`src/rtl/control_sequencer.sv`:
```
// control_sequencer
//   Instruction-cycle sequencer: owns the FETCH/DECODE/EXECUTE/WRITEBACK/HALT
//   state machine and the instruction register, and drives the datapath
//   control word every cycle.
//
// Ports
//   clk             system clock, rising edge
//   rst             synchronous active-high reset
//   instr_in        instruction from memory
//   instr_valid     instr_in is valid this cycle
//   stall           freeze the sequencer (ignored in HALT)
//   mem_ready       LOAD data available
//   control_signals datapath control word, combinational from state/IR
//   state           0=FETCH 1=DECODE 2=EXECUTE 3=WRITEBACK 4=HALT
//   instr_reg       latched instruction
//   instr_done      one-cycle pulse per retired instruction
//   illegal         one-cycle pulse on an unknown opcode
//   halted          high while in HALT
//   retired_count   retired instruction count, wraps
module control_sequencer #(
  parameter int unsigned INSTR_W    = 8,
  parameter int unsigned CTRL_W     = 16,
  parameter int unsigned CNT_W      = 16,
  parameter logic [7:0]  HALT_INSTR = 8'hFF,
  parameter logic [3:0]  LOAD_OPC   = 4'hA
) (
  input  logic               clk,
  input  logic               rst,
  input  logic [INSTR_W-1:0] instr_in,
  input  logic               instr_valid,
  input  logic               stall,
  input  logic               mem_ready,
  output logic [CTRL_W-1:0]  control_signals,
  output logic [2:0]         state,
  output logic [INSTR_W-1:0] instr_reg,
  output logic               instr_done,
  output logic               illegal,
  output logic               halted,
  output logic [CNT_W-1:0]   retired_count
);

  typedef enum logic [2:0] {
    S_FETCH     = 3'd0,
    S_DECODE    = 3'd1,
    S_EXECUTE   = 3'd2,
    S_WRITEBACK = 3'd3,
    S_HALT      = 3'd4
  } state_t;

  state_t st;

  // Decode fields of the low instruction byte; upper bits are carried only.
  logic [1:0] cls;
  logic [1:0] dest;
  logic [3:0] op;
  logic       is_nop;
  logic       is_halt;
  logic       is_load;
  logic       is_rtype;
  logic       is_otype;
  logic       is_legal;

  assign cls      = instr_reg[7:6];
  assign dest     = instr_reg[5:4];
  assign op       = instr_reg[3:0];
  assign is_nop   = (instr_reg[7:0] == 8'h00);
  assign is_halt  = (instr_reg[7:0] == HALT_INSTR);
  assign is_load  = (op == LOAD_OPC);
  assign is_rtype = op inside {4'h1, 4'h2, 4'h5, 4'h6, 4'h7, 4'hB, 4'hC, 4'hD};
  assign is_otype = op inside {4'h3, 4'h4, 4'h8};
  assign is_legal = is_load || is_rtype || is_otype;

  assign state = st;

  // Control word: built as 16 bits, anything above bit 15 stays zero.
  logic [15:0] ctrl16;

  always_comb begin
    ctrl16 = '0;
    if (!rst && !stall) begin
      case (st)
        S_FETCH: ctrl16 = 16'h0400;
        S_DECODE: begin
          if (!is_nop && cls == 2'b00)
            ctrl16 = 16'h0200;
        end
        S_EXECUTE: begin
          // LOAD checked first so a LOAD_OPC override always wins.
          if (is_load)
            ctrl16 = 16'h0010;
          else if (is_rtype)
            ctrl16 = {8'h00, 2'b00, cls, op};
          else if (is_otype)
            ctrl16 = {8'h00, 2'b00, (cls == 2'b00) ? 2'b00 : 2'b01, op};
          else
            ctrl16 = 16'h0000;
        end
        S_WRITEBACK: begin
          if (is_load)
            ctrl16 = 16'h0800 | {2'b00, dest, 12'h000};
          else
            ctrl16 = 16'h3880;
        end
        default: ctrl16 = 16'h0000;
      endcase
    end
  end

  always_comb begin
    control_signals        = '0;
    control_signals[15:0]  = ctrl16;
  end

  always_ff @(posedge clk) begin
    if (rst) begin
      st            <= S_FETCH;
      instr_reg     <= '0;
      instr_done    <= 1'b0;
      illegal       <= 1'b0;
      halted        <= 1'b0;
      retired_count <= '0;
    end else begin
      instr_done <= 1'b0;
      illegal    <= 1'b0;
      if (st == S_HALT) begin
        halted <= 1'b1;
      end else if (!stall) begin
        case (st)
          S_FETCH: begin
            if (instr_valid) begin
              instr_reg <= instr_in;
              st        <= S_DECODE;
            end
          end
          S_DECODE: begin
            if (is_nop) begin
              st            <= S_FETCH;
              instr_done    <= 1'b1;
              retired_count <= retired_count + CNT_W'(1);
            end else if (is_halt) begin
              st            <= S_HALT;
              halted        <= 1'b1;
              instr_done    <= 1'b1;
              retired_count <= retired_count + CNT_W'(1);
            end else begin
              st <= S_EXECUTE;
            end
          end
          S_EXECUTE: begin
            if (is_load) begin
              if (mem_ready)
                st <= S_WRITEBACK;
            end else if (is_legal) begin
              st <= S_WRITEBACK;
            end else begin
              st      <= S_FETCH;
              illegal <= 1'b1;
            end
          end
          S_WRITEBACK: begin
            st            <= S_FETCH;
            instr_done    <= 1'b1;
            retired_count <= retired_count + CNT_W'(1);
          end
          default: st <= S_FETCH;
        endcase
      end
    end
  end

endmodule

```
`config.mk`:
```
export PLATFORM = sky130hd
export DESIGN_NAME = control_sequencer
export DESIGN_NICKNAME = d
export VERILOG_FILES = /design/src/rtl/control_sequencer.sv
export SDC_FILE = /design/constraint.sdc
export NUM_CORES = 1
export LEC_CHECK = 0
export CORE_MARGIN = 2
export CORE_UTILIZATION = 52
export CTS_BUF_LIST = sky130_fd_sc_hd__clkbuf_4 sky130_fd_sc_hd__clkbuf_8
export DETAILED_ROUTE_END_ITERATION = 10
export MAX_ROUTING_LAYER = met4
export PLACE_DENSITY = 0.88
export SLEW_MARGIN = 30
export SYNTH_ARGS = -nofsm -noshare
export SYNTH_HDL_FRONTEND = slang
export SYNTH_SLANG_ARGS = --single-unit
```
`constraint.sdc`:
```
create_clock -name clk -period 4.7 [get_ports clk]
set_input_delay 1.41 -clock clk [delete_from_list [all_inputs] [get_ports clk]]
set_output_delay 1.41 -clock clk [all_outputs]
set_load 0.02 [all_outputs]
```
* Word level (Yosys, flattened, before mapping)
Cells that the tools add are included.
Storage, ports and cells: register bits 30, bits in latches 0, memory bits (writable) 0, ROM bits 0, input bits 13, logic and storage cells 80, memories kept 0
Cells by class: add/subtract/negate cells 1, multiply operators 0, divide/modulo/power cells 0, order comparisons 0, equal/unequal tests 22, shift operators 0, muxes and demuxes 27, bitwise logic cells 3, reduce and logical (&&, ||, !) cells 21
Operators by type and width (count):
- $pmux W14 S4 | 1
- $mux W16 | 3
- $pmux W16 S2 | 1
- $eq A4 B4 Y1 const B | 5
- $add A16 B1 Y16 const B | 1
- $eq A4 B3 Y1 const B | 4
- $reduce_and A4 Y1 | 4
- $mux W3 | 5
- $mux W14 | 1
- $mux W6 | 2
- $mux W10 | 1
- $mux W1 | 9
- $pmux W3 S3 | 1
- $eq A4 B2 Y1 const B | 2
- $eq A8 B8 Y1 const B | 1
- $logic_not A8 Y1 | 1
- $reduce_bool A8 Y1 | 1
- $eq A3 B2 Y1 const B | 2
- $ne A3 B3 Y1 const B | 2
- $reduce_bool A2 Y1 | 3
- $mux W5 | 1
- $reduce_or A5 Y1 | 1
- $eq A4 B1 Y1 const B | 1
- $ne A2 B1 Y1 const B | 2
- other kinds (13) | 19

* Logic depth before layout (Yosys ltp)
depth in word-level cells 7, mapped depth 6

* Worst setup path before layout
OpenSTA, ideal clock, no wires.
path type in2out, start point input port stall, end point output port control_signals[9], arrival time 2.681 ns, data required time 3.290 ns, slack 0.609 ns, stages 4, path buffers 1, cells stage by stage buf_2 > nor3_1 > nand2_1 > nor4b_1
Between the ends: cells in the longest elaborated chain, start to end 3
Ends and longest elaborated chain:
- start: declaration | line 31 | input logic stall,
- $logic_not A1 Y1
- $logic_and A1 B1 Y1 | line 80 | if (!rst && !stall) begin
- $mux W16 | line 80
- end: declaration | line 33 | output logic [CTRL_W-1:0] control_signals,
No other way between the ends.

* Worst setup path in the final report
start point input port stall, end point output port control_signals[4]
Same word-level chain as after synthesis.

==> flow_summary_export.csv <==
group,metric,value,unit
status,outcome,"completed",
place,gp_congestion,0.871,
global_routing,grt_start_max_net_pins,45,
drt,drt_pass1_iterations,4,
floorplan,ios,59,
layout,num_antenna_cells,0,
floorplan,core,3420,um2
cts,clk_path_buf_depth,2,
timing,setup_ws,98.1,ps
worst_setup_path,r2r_end,"retired_count[15]",
floorplan,die_height,64.5,um
power_and_ir_drop,leakage,0.00103,uW
global_routing,grt_pass1_wl,7740,um
cts,clock_latency,340,ps
power_and_ir_drop,netSwitchingPower,158,uW
worst_setup_path,worstSetupPathType,"primary input to output pin",
layout,seqCellArea,601,um2
drt,avgRoutedWirePerCell,13.7,um
power_and_ir_drop,clkPwrFrac,0.318,
layout,multi_input_area,1180,um2
timing,max_freq,217,MHz
logic_synthesis,yosys-top-cells-area,"dfxtp_1, nor2_1, mux2_2",
timing,setup_tns,0,ps
drt,vias,1854,
job,maxCapViolCount,0,
layout,final_layout_size_suffix_gt1_frac,0.106,
layout,utilization,0.734,
worst_setup_path,rr_startpoint,"instr_reg[2]",
place,place_area,2440,um2
floorplan,die_x,64.5,um
cts,tritoncts,"built",
power_and_ir_drop,switching_share,0.293,
layout,final_area,2510,um2
cts,clockRootBuffer,"clkbuf_4",
place,pre_cts_slack,34.4,ps
layout,area_growth,31.7,%
hold_path,hp-class,"register to register",
drt,antenna_left,0,
layout,layout.nets,295,
global_routing,antenna_found_initial,0,
logic_synthesis,ys_warn_count,0,
timing,setup_viol,0,
power_and_ir_drop,p_per_area,215,nW/um2
worst_setup_path,crit_fanout,7,
logic_synthesis,syn-cell-area,1900,um2
place,dp_hpwl,3190,um
layout,largest_reg_flops,16,
drt,routed_wl,4480,um
worst_setup_path,startpoint_type,"primary input",
drt,drc,0,
timing,slew_viol_final,0,
hold_path,hold_end,"halted",
power_and_ir_drop,comb_power_share,0.178,
cts,numCtsBuffers,5,
worst_setup_path,cp.required,3290,ps
timing,hold_viol,0,
logic_synthesis,synth_top_area_cell,"dfxtp_1",
hold_path,min_from,"halted",
layout,finalNonFillerCells,328,
logic_synthesis,synth_top_cell_area_share,0.315,
global_routing,grt-ovfl-total,0,
power_and_ir_drop,irDropWorstVdd,0.000181,V
drt,drtIter0Drc,102,
logic_synthesis,syn_avg_cell_area,8.17,um2
layout,n_fill_cell,274,
timing,finalCriticalPeriod,4600,ps
hold_path,hold_depth,2,
cts,cts_sinks,30,
place,io_buffer_count,54,
timing,rsz0062_at_grt,"no",
logic_synthesis,synth-seq-cells,30,
worst_setup_path,worstSetupEndpointType,"output pin",
cts,htree_levels,2,
floorplan,dieArea,4160,um2
drt,vias_per_cell,5.65,
timing,tightestPinTransition,578,ps
timing,finalCritPeriodShare,0.979,
worst_setup_path,worstRegToRegCells,4,
logic_synthesis,synth_cell_types,43,
logic_synthesis,syn_inst,233,
worst_setup_path,cp.arrival,3190,ps
power_and_ir_drop,cell_internal_pwr,381,uW
cts,clkSlewWorstSetupHoldPaths,90,ps
floorplan,rows,21,
global_routing,grt_usage,0.241,
global_routing,grt_pass1_vias,1657,
worst_setup_path,r2r_slack,2350,ps
timing,clock_skew,4.80,ps
power_and_ir_drop,seqPwrFrac,0.504,
floorplan,initial_core_util,0.558,
timing,slew_headroom,0.614,
logic_synthesis,synth-seq-area-share,0.315,
cts,post_cts_buffers,0,
place,place_inst,320,
cell families after synthesis:
group	Yosys count	synth area share
AO/OA/AOI/OAI	42	0.163
XOR/XNOR	1	0.00460
adder cells (fa/ha/maj)	1	0.00657
buffers and inverters	26	0.0683
flip-flops	30	0.315
multiplexers	24	0.136
other	1	0.00197
AND/OR/NAND/NOR	108	0.304
through the flow:
step                      total power (uW)  hold slack, ps
after floorplan                        343             581
after global placement                 371             485
after detailed placement               373             494
after CTS                              540             517
after global routing                   563             543
final                                  538             509
worst max-delay path by stage:
stage               startpoint            endpoint  slack (ps)  cells after the start
floorplan                stall  control_signals[9]         610                      4
global placement         stall  control_signals[9]          20                      6
detailed placement       stall  control_signals[9]          30                      6
CTS                      stall  control_signals[0]          90                      7
global route             stall  control_signals[5]           7                      7
finish                   stall  control_signals[4]         100                      7
power groups by stage:
| stage | Clock [uW] | Sequential (uW) | Combinational [uW] |
|---|---|---|---|
| finish | 171 | 271 | 95.9 |
| global route | 184 | 273 | 105 |
| CTS | 173 | 271 | 95.8 |
| detailed placement | 0 | 277 | 95.6 |
| global placement | 0 | 277 | 94.1 |
| floorplan | 0 | 277 | 65.9 |
routing by layer:
metal | GRT usage | routed length, um
met5 | - | 0
met4 | 0.0878 | 65
met3 | 0.0556 | 245
met2 | 0.379 | 2140
met1 | 0.305 | 2030
cell usage after synthesis:
cell / number
buf_4: 7
nand4b_1: 1
nand2_1: 11
a2111oi_2: 1
and2_0: 1
o22ai_1: 1
mux2i_1: 9
nor4_2: 1
mux2_2: 10
o21ai_0: 4
ha_1: 1
nor2b_1: 18
a21boi_0: 1
buf_2: 5
a221oi_1: 1
a211oi_1: 6
and2_1: 2
clkbuf_1: 10
xnor2_1: 1
nand4_1: 3
o221ai_1: 1
nor3_1: 1
and4_1: 3
nand3_1: 8
nor3b_2: 1
o211a_1: 3
nand3_2: 1
inv_1: 4
a2111oi_1: 5
nand2_2: 1
dfxtp_1: 30
o31a_1: 2
nor2_1: 39
nor3b_1: 3
a21oi_1: 16
mux2_1: 5
and3_1: 7
a31oi_4: 1
nand4bb_1: 1
nand2b_1: 4
nor4b_1: 1
and3b_1: 1
conb_1: 1
worst max-delay path, stage by stage:
cell             delay, ps
clkdlybuf4s50_1        420
nor3_1                 170
buf_4                  150
and2_0                 120
buf_4                  150
o31a_1                 160
clkdlybuf4s50_1        600
timing repair:
action	in CTS	in global routing
pin swaps	0	0
resized for setup	1	1
setup endpoints to repair	1	1
endpoints found under the hold margin	0	0
hold buffers	0	0
layout make-up:
cell class	count	share of cell area
clock buffers	7	0.0234
clock inverters	1	0.00200
inverters	4	0.00599
multi-input cells	180	0.472
flip-flops and latches	30	0.239
well taps	46	0.0229
repair buffers	60	0.234
cell usage in the layout (no fill, tap or decap), drive strengths merged, types with 6 or more instances in the layout:
cell           count
nor2b             18
nand2             12
clkdlybuf4s50     52
a21oi             16
clkbuf             7
a2111oi            6
nor2              39
nand3              9
mux2i              9
and3               7
a211oi             6
buf                6
dfxtp             30
mux2              15
Power figures use the tool's default switching activity.
